==> config.mk <==
export PLATFORM = sky130hd
export DESIGN_NAME = pi_regulator
export DESIGN_NICKNAME = d
export VERILOG_FILES = /design/src/rtl/pi_regulator_pkg.sv /design/src/rtl/pi_regulator_sat_clamp.sv /design/src/rtl/pi_regulator.sv
export SDC_FILE = /design/constraint.sdc
export NUM_CORES = 2
export LEC_CHECK = 0
export CORE_ASPECT_RATIO = 1.75
export CORE_MARGIN = 1.5
export CORE_UTILIZATION = 55
export CTS_BUF_LIST = sky130_fd_sc_hd__clkbuf_8
export CTS_CLUSTER_DIAMETER = 40
export DETAILED_ROUTE_END_ITERATION = 7
export PLACE_DENSITY = 0.73
export SYNTH_ARGS = -nofsm -noshare
export SYNTH_HDL_FRONTEND = slang
export SYNTH_SLANG_ARGS = --single-unit
==> constraint.sdc <==
create_clock -name clk -period 19.9 [get_ports clk]
set_input_delay 3.98 -clock clk [delete_from_list [all_inputs] [get_ports clk]]
set_output_delay 3.98 -clock clk [all_outputs]
set_load 0.005 [all_outputs]
==> src/rtl/pi_regulator_pkg.sv <==
// Shared definitions for the PI regulator: mode encodings, saturation flag
// indices and width helpers derived from the regulator parameters.
package pi_regulator_pkg;

    typedef enum logic [1:0] {
        MODE_OFF  = 2'b00,
        MODE_RUN  = 2'b01,
        MODE_HOLD = 2'b10
    } mode_e;

    localparam int SAT_HI = 1;
    localparam int SAT_LO = 0;

    // The reserved encoding 2'b11 behaves exactly like HOLD.
    function automatic mode_e decode_mode(input logic [1:0] m);
        mode_e r;
        r = MODE_HOLD;
        if (m == 2'b00) begin
            r = MODE_OFF;
        end else if (m == 2'b01) begin
            r = MODE_RUN;
        end
        return r;
    endfunction

    function automatic int err_width(input int adc_w);
        return adc_w + 1;
    endfunction

    function automatic int prod_width(input int gain_w, input int adc_w);
        return gain_w + adc_w + 1;
    endfunction

endpackage

==> src/rtl/pi_regulator_sat_clamp.sv <==
// Combinational signed clamp of a wide value into [lo, hi] with hi/lo flags.
// An inverted window (lo > hi) yields lo with both flags raised.
module sat_clamp #(
    parameter int IN_WIDTH  = 37,
    parameter int OUT_WIDTH = 36
) (
    input  logic signed [IN_WIDTH-1:0]  in_i,
    input  logic signed [OUT_WIDTH-1:0] lo_i,
    input  logic signed [OUT_WIDTH-1:0] hi_i,
    output logic signed [OUT_WIDTH-1:0] out_o,
    output logic                        hi_o,
    output logic                        lo_o
);

    logic signed [IN_WIDTH-1:0] lo_ext;
    logic signed [IN_WIDTH-1:0] hi_ext;

    // IN_WIDTH is always strictly wider than OUT_WIDTH at every use site.
    assign lo_ext = {{(IN_WIDTH-OUT_WIDTH){lo_i[OUT_WIDTH-1]}}, lo_i};
    assign hi_ext = {{(IN_WIDTH-OUT_WIDTH){hi_i[OUT_WIDTH-1]}}, hi_i};

    always_comb begin
        out_o = in_i[OUT_WIDTH-1:0];
        hi_o  = 1'b0;
        lo_o  = 1'b0;
        if (lo_ext > hi_ext) begin
            out_o = lo_i;
            hi_o  = 1'b1;
            lo_o  = 1'b1;
        end else if (in_i > hi_ext) begin
            out_o = hi_i;
            hi_o  = 1'b1;
        end else if (in_i < lo_ext) begin
            out_o = lo_i;
            lo_o  = 1'b1;
        end
    end

endmodule

==> src/rtl/pi_regulator.sv <==
// Signed PI regulator between the ADC capture path and the DAC: error per
// sample, P/I gains, saturating integrator with anti-windup, clamped output.
module pi_regulator
    import pi_regulator_pkg::*;
#(
    parameter int ADC_WIDTH  = 18,
    parameter int DAC_WIDTH  = 16,
    parameter int GAIN_WIDTH = 16,
    parameter int GAIN_FRAC  = 12,
    parameter int ACC_WIDTH  = 36
) (
    input  logic                         clk,
    input  logic                         resetn,
    input  logic                         adc_valid,
    input  logic signed [ADC_WIDTH-1:0]  adc_data,
    input  logic signed [ADC_WIDTH-1:0]  setpoint,
    input  logic [1:0]                   mode,
    input  logic                         clear,
    input  logic signed [GAIN_WIDTH-1:0] kp,
    input  logic signed [GAIN_WIDTH-1:0] ki,
    input  logic signed [DAC_WIDTH-1:0]  out_min,
    input  logic signed [DAC_WIDTH-1:0]  out_max,
    output logic signed [DAC_WIDTH-1:0]  dac_data,
    output logic                         dac_valid,
    output logic [1:0]                   saturated
);

    localparam int EW = err_width(ADC_WIDTH);
    localparam int PW = prod_width(GAIN_WIDTH, ADC_WIDTH);
    localparam int SW = ACC_WIDTH + 1;
    localparam int UW = SW - GAIN_FRAC;

    localparam logic signed [ACC_WIDTH-1:0] ACC_MAX = {1'b0, {(ACC_WIDTH-1){1'b1}}};
    localparam logic signed [ACC_WIDTH-1:0] ACC_MIN = {1'b1, {(ACC_WIDTH-1){1'b0}}};

    // Handshake: adc_valid is a level whose rising edge launches one sample;
    // dac_valid is a one-cycle push with no backpressure, 3 cycles later.
    logic                         adc_valid_q;
    logic                         strobe;
    mode_e                        mode_live;
    logic                         v0_q, v1_q;
    mode_e                        mode0_q, mode1_q;
    logic signed [EW-1:0]         e_d, e0_q;
    logic signed [PW-1:0]         kp_x, ki_x, e_x;
    logic signed [PW-1:0]         p_d, di_d, p1_q, di1_q;
    logic signed [SW-1:0]         acc_sum;
    logic signed [ACC_WIDTH-1:0]  acc_upd, acc_d, acc_q;
    logic [1:0]                   acc_flags_unused;
    logic                         di_pos, di_neg, hold_int;
    logic signed [SW-1:0]         u_sum;
    logic signed [UW-1:0]         u_val;
    logic signed [DAC_WIDTH-1:0]  clamp_out;
    logic                         clamp_hi, clamp_lo;
    logic signed [DAC_WIDTH-1:0]  dac_d, dac_q;
    logic [1:0]                   sat_d, sat_q;
    logic                         dac_valid_d, dac_valid_q;

    assign strobe    = adc_valid & ~adc_valid_q;
    assign mode_live = decode_mode(mode);

    assign e_d  = {setpoint[ADC_WIDTH-1], setpoint} - {adc_data[ADC_WIDTH-1], adc_data};
    assign kp_x = {{(PW-GAIN_WIDTH){kp[GAIN_WIDTH-1]}}, kp};
    assign ki_x = {{(PW-GAIN_WIDTH){ki[GAIN_WIDTH-1]}}, ki};
    assign e_x  = {{(PW-EW){e0_q[EW-1]}}, e0_q};
    assign p_d  = kp_x * e_x;
    assign di_d = ki_x * e_x;

    assign acc_sum = {acc_q[ACC_WIDTH-1], acc_q} + {{(SW-PW){di1_q[PW-1]}}, di1_q};

    sat_clamp #(
        .IN_WIDTH (SW),
        .OUT_WIDTH(ACC_WIDTH)
    ) u_acc_sat (
        .in_i (acc_sum),
        .lo_i (ACC_MIN),
        .hi_i (ACC_MAX),
        .out_o(acc_upd),
        .hi_o (acc_flags_unused[1]),
        .lo_o (acc_flags_unused[0])
    );

    // Integrating further into an output limit the last update already hit
    // only winds the accumulator up, so such steps are skipped.
    assign di_pos   = ~di1_q[PW-1] & (|di1_q);
    assign di_neg   = di1_q[PW-1];
    assign hold_int = (sat_q[SAT_HI] & di_pos) | (sat_q[SAT_LO] & di_neg);

    always_comb begin
        acc_d = acc_q;
        if (clear || (mode_live == MODE_OFF)) begin
            acc_d = '0;
        end else if (v1_q && (mode1_q == MODE_RUN) && !hold_int) begin
            acc_d = acc_upd;
        end
    end

    // The output uses the accumulator value being written this cycle, so the
    // current sample's integral step (or a concurrent clear) is reflected.
    assign u_sum = {acc_d[ACC_WIDTH-1], acc_d} + {{(SW-PW){p1_q[PW-1]}}, p1_q};
    assign u_val = (mode1_q == MODE_OFF) ? '0 : u_sum[SW-1:GAIN_FRAC];

    sat_clamp #(
        .IN_WIDTH (UW),
        .OUT_WIDTH(DAC_WIDTH)
    ) u_out_clamp (
        .in_i (u_val),
        .lo_i (out_min),
        .hi_i (out_max),
        .out_o(clamp_out),
        .hi_o (clamp_hi),
        .lo_o (clamp_lo)
    );

    always_comb begin
        dac_d       = dac_q;
        sat_d       = sat_q;
        dac_valid_d = 1'b0;
        if (v1_q && (mode1_q != MODE_HOLD)) begin
            dac_d       = clamp_out;
            sat_d       = {clamp_hi, clamp_lo};
            dac_valid_d = 1'b1;
        end
    end

    always_ff @(posedge clk or negedge resetn) begin
        if (!resetn) begin
            adc_valid_q <= 1'b1;
            v0_q        <= 1'b0;
            v1_q        <= 1'b0;
            mode0_q     <= MODE_OFF;
            mode1_q     <= MODE_OFF;
            e0_q        <= '0;
            p1_q        <= '0;
            di1_q       <= '0;
            acc_q       <= '0;
            dac_q       <= '0;
            sat_q       <= '0;
            dac_valid_q <= 1'b0;
        end else begin
            adc_valid_q <= adc_valid;
            v0_q        <= strobe;
            v1_q        <= v0_q;
            if (strobe) begin
                e0_q    <= e_d;
                mode0_q <= mode_live;
            end
            if (v0_q) begin
                p1_q    <= p_d;
                di1_q   <= di_d;
                mode1_q <= mode0_q;
            end
            acc_q       <= acc_d;
            dac_q       <= dac_d;
            sat_q       <= sat_d;
            dac_valid_q <= dac_valid_d;
        end
    end

    assign dac_data  = dac_q;
    assign dac_valid = dac_valid_q;
    assign saturated = sat_q;

endmodule

### Word level (Yosys, flattened, before mapping)

Cells that the tools add are included.

| storage, ports and cells | value |
|---|---|
| memories kept | 0 |
| bits in latches | 0 |
| output and inout bits | 19 |
| bits in read-only memories | 0 |
| memory bits (writable) | 0 |
| flip-flop bits (word level) | 151 |
| logic and storage cells | 57 |

| operators by class | value |
|---|---|
| bitwise logic cells | 7 |
| add/subtract/negate cells | 3 |
| multiplexer cells | 16 |
| multipliers | 2 |
| eq/ne operators | 3 |
| reductions and logical operators | 9 |
| shifts and indexed selects | 0 |
| divide/modulo/power cells | 0 |
| $lt $le $gt $ge | 5 |

Operator list:

| kind | count |
|---|---|
| 36-bit 2-to-1 mux | 4 |
| 36-bit by 35-bit adder with 37-bit output | 2 |
| 16-bit by 19-bit multiplier with 35-bit output | 2 |
| 16-bit 2-to-1 mux | 3 |
| 37-bit by 36-bit > comparator with 1-bit output (second input constant) | 1 |
| 37-bit by 36-bit < comparator with 1-bit output (second input constant) | 1 |
| 35-bit OR reduction | 1 |
| 25-bit by 16-bit > comparator with 1-bit output | 1 |
| 25-bit by 16-bit < comparator with 1-bit output | 1 |
| 25-bit 2-to-1 mux | 1 |
| 18-bit by 18-bit subtractor with 19-bit output | 1 |
| 16-bit > comparator | 1 |
| 2-bit logical NOT | 3 |
| 1-bit 2-to-1 mux | 6 |
| 1-bit bitwise AND | 4 |
| 2-bit by 1-bit equality test with 1-bit output (second input constant) | 2 |
| 2-bit 2-to-1 mux | 2 |
| 1-bit logical AND | 3 |
| 2-bit inequality test (second input constant) | 1 |
| 1-bit inverter | 2 |
| 1-bit logical NOT | 1 |
| 1-bit logical OR | 1 |
| 1-bit bitwise OR | 1 |

### Longest topological paths before layout

| logic depth | value |
|---|---|
| depth in word-level cells | 14 |
| depth in mapped cells | 41 |
| mapped depth without buffers | 40 |

### Modules after synthesis

A second synthesis with hierarchy kept.

| unflattened totals | value |
|---|---|
| cell total of the unflattened synthesis | 4342 |
| area, all modules | 38119.1 um2 |

By module, submodules not included:

| module | times used | cells an instance | area each (um2) |
|---|---|---|---|
| pi_regulator | 1 | 3613 | 32612.5 |
| sat_clamp (u_acc_sat) | 1 | 490 | 3525.9 |
| sat_clamp (u_out_clamp) | 1 | 239 | 1980.6 |

### Least setup slack after synthesis

OpenSTA, ideal clock, no wires.

| path | value |
|---|---|
| path kind | input -> register |
| start point | input port ki[1] |
| end point | register di1_q[32] |
| stages on the path | 27 |
| setup time | 0.125 ns |
| setup slack | 9.439 ns |
| buffers on the path | 2 |
| arrival time | 10.336 ns |
| cells stage by stage | clkbuf_1 -> clkbuf_1 -> nand2_1 -> fa_1 -> inv_1 -> fa_1 -> inv_1 -> fa_1 -> fa_1 -> inv_1 -> fa_1 -> inv_1 -> fa_1 -> inv_1 -> ha_1 -> and2_1 -> nand3_1 -> nor3b_1 -> o31ai_1 -> a21oi_1 -> o41a_1 -> o311a_1 -> a31oi_1 -> o21bai_1 -> a21oi_1 -> xnor2_1 -> mux2_2 |

| between the ends | value |
|---|---|
| word-level cells in the longest chain between the ends | 1 |

RTL lines:

| item | line | text |
|---|---|---|
| start: declaration | pi_regulator.sv:20 | `input logic signed [GAIN_WIDTH-1:0] ki,` |
| 16-bit by 19-bit multiplier with 35-bit output | pi_regulator.sv:66 | `assign di_d = ki_x * e_x;` |
| end signal: assignment | pi_regulator.sv:149 | `di1_q <= di_d;` |
| end: declaration | pi_regulator.sv:45 | `logic signed [PW-1:0] p_d, di_d, p1_q, di1_q;` |

No other way between the ends.
A chain may end at the register's enable or synchronous reset.

### Worst setup path in the final report

| path | value |
|---|---|
| start point | input port kp[1] |
| end point | register p1_q[34] |

| between the ends | value |
|---|---|
| word-level cells in the longest chain between the ends | 1 |

RTL lines:

| item | line | text |
|---|---|---|
| start: declaration | pi_regulator.sv:19 | `input logic signed [GAIN_WIDTH-1:0] kp,` |
| 16-bit by 19-bit multiplier with 35-bit output | pi_regulator.sv:65 | `assign p_d = kp_x * e_x;` |
| end signal: assignment | pi_regulator.sv:148 | `p1_q <= p_d;` |
| end: declaration | pi_regulator.sv:45 |  |

No other way between the ends.

==> flow_summary.html <==
<table>
<tr><th>Metric</th><th>Value</th></tr>
<tr><th colspan="2">Outcome</th></tr>
<tr><td>Run status</td><td>completed</td></tr>
<tr><th colspan="2">Synthesis</th></tr>
<tr><td>Post-synthesis sequential area ratio</td><td>10.9%</td></tr>
<tr><td>Post-synthesis instance total</td><td>about 3.9k</td></tr>
<tr><td>Simple-Gate Fraction of Synth Area</td><td>15.1%</td></tr>
<tr><td>Synth Warn #</td><td>0</td></tr>
<tr><td>Net count of the mapped netlist</td><td>~4.9k</td></tr>
<tr><td>Synth Register Bits</td><td>approximately 150</td></tr>
<tr><td>Library cells used by synthesis</td><td>89</td></tr>
<tr><td>Multiplexer share of the synthesized area</td><td>roughly 1.7%</td></tr>
<tr><td>Mean instance size in the synthesized netlist</td><td>8.94 um^2</td></tr>
<tr><td>Area fraction in compound gates after synthesis</td><td>between 10 and 15%</td></tr>
<tr><td>Post-synth design cell area</td><td>around 0.035 mm^2</td></tr>
<tr><td>Combinational family with the most area after synthesis</td><td>adder cells</td></tr>
<tr><td>Arithmetic-cell share of the synthesized area counting full adders, half adders and majority gates</td><td>between 40% and 50%</td></tr>
<tr><td>Post-synth ARST share</td><td>100%</td></tr>
<tr><td>Most used DFF post-synth</td><td>sky130_fd_sc_hd__dfrtp_1</td></tr>
<tr><td>Post-synthesis xor/xnor area fraction</td><td>2.82%</td></tr>
<tr><td>Number of flops mapped to enable cells by yosys</td><td>0</td></tr>
<tr><th colspan="2">Clocking</th></tr>
<tr><td>H-tree depth</td><td>4</td></tr>
<tr><td>Post-CTS Resized</td><td>0</td></tr>
<tr><td>Clock buffers created by TritonCTS</td><td>17</td></tr>
<tr><td>CTS tree</td><td>built</td></tr>
<tr><td>Maximum root-to-sink buffer count</td><td>2</td></tr>
<tr><td>Clock root cell</td><td>sky130_fd_sc_hd__clkbuf_8</td></tr>
<tr><td>Register clock-pin slew on the reported worst setup and hold paths</td><td>0.10 ns</td></tr>
<tr><td>Clock sink total</td><td>151</td></tr>
<tr><td>Number of buffers inserted for hold repair after clock tree synthesis</td><td>0</td></tr>
<tr><td>Post-CTS Repair Setup Buffers</td><td>0</td></tr>
<tr><td>Worst-Skew Late Latency</td><td>0.50 ns</td></tr>
<tr><th colspan="2">Finish</th></tr>
<tr><td>Synth-to-Final Area Change</td><td>6.69%</td></tr>
<tr><td>Commonest cells after routing, fill and taps aside</td><td>759 x sky130_fd_sc_hd__inv_1, 610 x sky130_fd_sc_hd__fa_1, 457 x sky130_fd_sc_hd__nand2_1</td></tr>
<tr><td>Most common library cell in the layout ignoring fill and taps</td><td>sky130_fd_sc_hd__inv_1</td></tr>
<tr><td>Combined area of the multi-input logic cells</td><td>0.0273 mm^2</td></tr>
<tr><td>Filler cell count in the final layout</td><td>around 5.4k</td></tr>
<tr><td>Share of final-layout standard cells stronger than drive strength 1</td><td>slightly above 4%</td></tr>
<tr><td>Sequential standard cell area</td><td>0.00378 mm^2</td></tr>
<tr><td>Nets@finish</td><td>4,926</td></tr>
<tr><th colspan="2">Global route</th></tr>
<tr><td>Largest net degree at the start of global routing</td><td>77</td></tr>
<tr><td>Met1 track demand over resource</td><td>33.7%</td></tr>
<tr><td>Met3 layer usage reported by global route</td><td>a little over 4%</td></tr>
<tr><td>Number of antenna violations at the first check in global routing</td><td>1</td></tr>
<tr><td>Gr usage total</td><td>30.9%</td></tr>
<tr><td>Number of global-route vias before repair</td><td>29.4k</td></tr>
<tr><td>Global-route wire length before repair</td><td>152,000 um</td></tr>
<tr><td>Overflow left after global routing</td><td>0</td></tr>
<tr><td>Global Route met2 Usage</td><td>56.0%</td></tr>
<tr><td>Highest-utilization routing layer at the global route stage</td><td>met2</td></tr>
<tr><th colspan="2">STA</th></tr>
<tr><td>Count of final max-slew check failures</td><td>0</td></tr>
<tr><td>Final min period</td><td>10.99 ns</td></tr>
<tr><td>Pin slew with the least headroom to its limit</td><td>1.15 ns</td></tr>
<tr><td>Final number of hold-violating endpoints</td><td>0</td></tr>
<tr><td>Clock Skews</td><td>about 0.025 ns</td></tr>
<tr><td>Aggregate negative setup slack</td><td>0 ns</td></tr>
<tr><td>Portion of the clock cycle consumed by the worst path in the final layout</td><td>about 55%</td></tr>
<tr><td>Tightest hold margin</td><td>0.489 ns</td></tr>
<tr><td>Worst-case setup margin in the final layout</td><td>8.91 ns</td></tr>
<tr><td>Relative slew slack</td><td>22.8%</td></tr>
<tr><td>Top achievable clock speed</td><td>0.0910 GHz</td></tr>
<tr><td>Finish-stage setup viols</td><td>0</td></tr>
<tr><td>Unrepaired setup endpoints after global routing</td><td>no</td></tr>
<tr><th colspan="2">Critical path</th></tr>
<tr><td>Crit path to</td><td>p1_q[34]$_DFFE_PN0P_</td></tr>
<tr><td>Worst path arrival time</td><td>roughly 11 ns</td></tr>
<tr><td>Worst Path Class, Setup</td><td>input pin to flop</td></tr>
<tr><td>Critical path, cell by cell</td><td>clkdlybuf4s50_1 &gt; nand2_1 &gt; fa_1 &gt; inv_1 &gt; fa_1 &gt; inv_1 &gt; fa_1 &gt; fa_1 &gt; fa_1 &gt; inv_1 &gt; fa_1 &gt; ha_1 &gt; a21o_1 &gt; a21oi_1 &gt; nor2b_1 &gt; nand2_1 &gt; o21ai_0 &gt; o211ai_1 &gt; nand3_1 &gt; a31oi_1 &gt; or4_1 &gt; a31oi_1 &gt; xnor2_1 &gt; a21oi_1</td></tr>
<tr><td>Most used cell along the critical path</td><td>sky130_fd_sc_hd__fa_1</td></tr>
<tr><td>Category of cells accounting for the largest share of critical-path delay</td><td>adder cells</td></tr>
<tr><td>Critical Path Stages</td><td>24</td></tr>
<tr><td>Reg-to-reg slack, setup</td><td>around 10 ns</td></tr>
<tr><td>Cell with the largest stage delay on the worst path</td><td>sky130_fd_sc_hd__clkdlybuf4s50_1</td></tr>
<tr><td>WP buf/inv</td><td>4</td></tr>
<tr><td>Startpoint type of the worst setup path</td><td>input pin</td></tr>
<tr><td>Worst reg2reg startpoint</td><td>di1_q[0]$_DFFE_PN0P_</td></tr>
<tr><td>Count of cells along the worst register-to-register path</td><td>39</td></tr>
<tr><td>Top fanout value on the critical path</td><td>19</td></tr>
<tr><td>Crit. Startpoint</td><td>kp[1]</td></tr>
<tr><td>Maximum cell stage delay along the critical path</td><td>between 1 and 1.5 ns</td></tr>
<tr><td>Data required time at the worst endpoint</td><td>20.26 ns</td></tr>
<tr><td>Worst setup EP type</td><td>flop</td></tr>
<tr><td>Worst reg2reg path endpoint</td><td>dac_data[13]$_DFFE_PN0P_</td></tr>
<tr><th colspan="2">Route</th></tr>
<tr><td>Post-DR vias/cell</td><td>5.74</td></tr>
<tr><td>Detailed Route WL</td><td>94,800 um</td></tr>
<tr><td>Final antenna-violating net count</td><td>0</td></tr>
<tr><td>Overall via count from detail_route</td><td>approximately 27k</td></tr>
<tr><td>Drt first pass iters</td><td>5</td></tr>
<tr><td>Drt wl/cell</td><td>around 20 um</td></tr>
<tr><td>DRC violation count after routing</td><td>0</td></tr>
<tr><td>Number of DRC markers in iteration 0</td><td>1,315</td></tr>
<tr><th colspan="2">Job</th></tr>
<tr><td>Max-Cap Viols</td><td>0</td></tr>
<tr><th colspan="2">Floorplan</th></tr>
<tr><td>Chip height</td><td>334 um</td></tr>
<tr><td>Core region area</td><td>a little over 0.06 mm^2</td></tr>
<tr><td>Num rows</td><td>121</td></tr>
<tr><td>I/O pin cnt</td><td>125</td></tr>
<tr><td>Die X-Extent</td><td>192 um</td></tr>
<tr><td>Die Footprint</td><td>approximately 0.064 mm^2</td></tr>
<tr><td>Effective utilization at floorplan</td><td>55.6%</td></tr>
<tr><th colspan="2">Placed design</th></tr>
<tr><td>RD Place Congestion</td><td>between 0.9 and 1</td></tr>
<tr><td>Count of input and output buffers</td><td>about 120</td></tr>
<tr><td>Total half-perimeter wirelength after legalization and detailed placement</td><td>77,500 um</td></tr>
<tr><td>Worst slack, placed</td><td>8.46 ns</td></tr>
<tr><th colspan="2">Min path</th></tr>
<tr><td>Hold/Removal Path Class</td><td>flop to flop</td></tr>
</table>
## per-stage QoR
step | util, % | cell area (um^2) | instances
finish | 59.3 | 36800 | 4692
global route | 59.3 | 36800 | 4692
CTS | 59.3 | 36800 | 4691
detailed placement | 58.7 | 36400 | 4660
global placement | 58.7 | 36400 | 4660
floorplan | - | 34500 | 3861
## metal layers
| metal | part of all wire [%] | wire length (um) |
|---|---|---|
| met3 | 5.3 | 5060 |
| met4 | 6.6 | 6270 |
| met5 | 0 | 0 |
| met1 | 36 | 34000 |
| met2 | 52 | 49500 |
## cell type report
type / instances / area share, %
inverters: 759 / 7.74
well taps: 799 / 2.71
flip-flops and latches: 151 / 10.3
diodes: 1 / 0.00679
clock inverters: 14 / 0.401
clock buffers: 17 / 0.635
multi-input cells: 2791 / 74.1
repair buffers: 160 / 4.11
## tightest hold or removal path, cell delays in order, from the launching register on
cell and delay [ns]:
sky130_fd_sc_hd__dfrtp_1 0.36, sky130_fd_sc_hd__nand2_1 0.04, sky130_fd_sc_hd__o21ai_0 0.06
## state kept, by name, indices dropped and copies added (netlist names)
signal       count
p1_q            35
e0_q            19
adc_valid_q      1
dac_valid        1
v0_q             1
dac_data        16
saturated        2
v1_q             1
di1_q           35
acc_q           36
mode1_q          2
mode0_q          2
## cells by family after synthesis
logic type	Yosys count
buf+inv	919
simple gates	1058
fa+ha+maj	974
compound gates	594
mux	54
flops	151
xor+xnor	111
## Yosys cell counts (7+ instances only)
cell type / number / area share, %
sky130_fd_sc_hd__a211o_1: 12 / 0.30
sky130_fd_sc_hd__a211oi_1: 18 / 0.39
sky130_fd_sc_hd__a21boi_0: 8 / 0.17
sky130_fd_sc_hd__a21o_1: 59 / 1.3
sky130_fd_sc_hd__a21oi_1: 170 / 2.5
sky130_fd_sc_hd__a31oi_1: 20 / 0.36
sky130_fd_sc_hd__and2_1: 240 / 4.3
sky130_fd_sc_hd__and3_1: 11 / 0.20
sky130_fd_sc_hd__buf_1: 11 / 0.12
sky130_fd_sc_hd__clkbuf_1: 148 / 1.6
sky130_fd_sc_hd__dfrtp_1: 150 / 11
sky130_fd_sc_hd__fa_1: 610 / 35
sky130_fd_sc_hd__ha_1: 330 / 12
sky130_fd_sc_hd__inv_1: 759 / 8.3
sky130_fd_sc_hd__maj3_1: 33 / 0.96
sky130_fd_sc_hd__mux2_2: 47 / 1.5
sky130_fd_sc_hd__mux2i_1: 7 / 0.20
sky130_fd_sc_hd__nand2_1: 457 / 5.0
sky130_fd_sc_hd__nand2b_1: 58 / 1.1
sky130_fd_sc_hd__nand3_1: 42 / 0.61
sky130_fd_sc_hd__nand3b_1: 12 / 0.26
sky130_fd_sc_hd__nand4_1: 20 / 0.36
sky130_fd_sc_hd__nor2_1: 107 / 1.2
sky130_fd_sc_hd__nor2b_1: 26 / 0.47
sky130_fd_sc_hd__nor3_1: 28 / 0.41
sky130_fd_sc_hd__nor4_1: 17 / 0.31
sky130_fd_sc_hd__o211ai_1: 10 / 0.22
sky130_fd_sc_hd__o21a_1: 25 / 0.54
sky130_fd_sc_hd__o21ai_0: 144 / 2.1
sky130_fd_sc_hd__o21bai_1: 16 / 0.35
sky130_fd_sc_hd__o22ai_1: 9 / 0.16
sky130_fd_sc_hd__o31ai_1: 29 / 0.63
sky130_fd_sc_hd__or2_2: 10 / 0.18
sky130_fd_sc_hd__xnor2_1: 84 / 2.1
sky130_fd_sc_hd__xor2_1: 27 / 0.69
## worst min-delay path by stage
| stage | cells past startpoint | start | endpoint |
|---|---|---|---|
| 6_report | 2 | e0_q[11]$_DFFE_PN0P_ | e0_q[11]$_DFFE_PN0P_ |
| 3_5_place_dp | 2 | e0_q[11]$_DFFE_PN0P_ | e0_q[11]$_DFFE_PN0P_ |
| 4_1_cts | 2 | e0_q[11]$_DFFE_PN0P_ | e0_q[11]$_DFFE_PN0P_ |
| 3_3_place_gp | 2 | e0_q[0]$_DFFE_PN0P_ | e0_q[0]$_DFFE_PN0P_ |
| 2_1_floorplan | 0 | v0_q$_DFF_PN0_ | v1_q$_DFF_PN0_ |
| 5_1_grt | 1 | p1_q[29]$_DFFE_PN0P_ | p1_q[29]$_DFFE_PN0P_ |
Power is left out: the tool's default activity adds up to more than one toggle a clock period on the data nets, which glitch-free logic cannot reach.
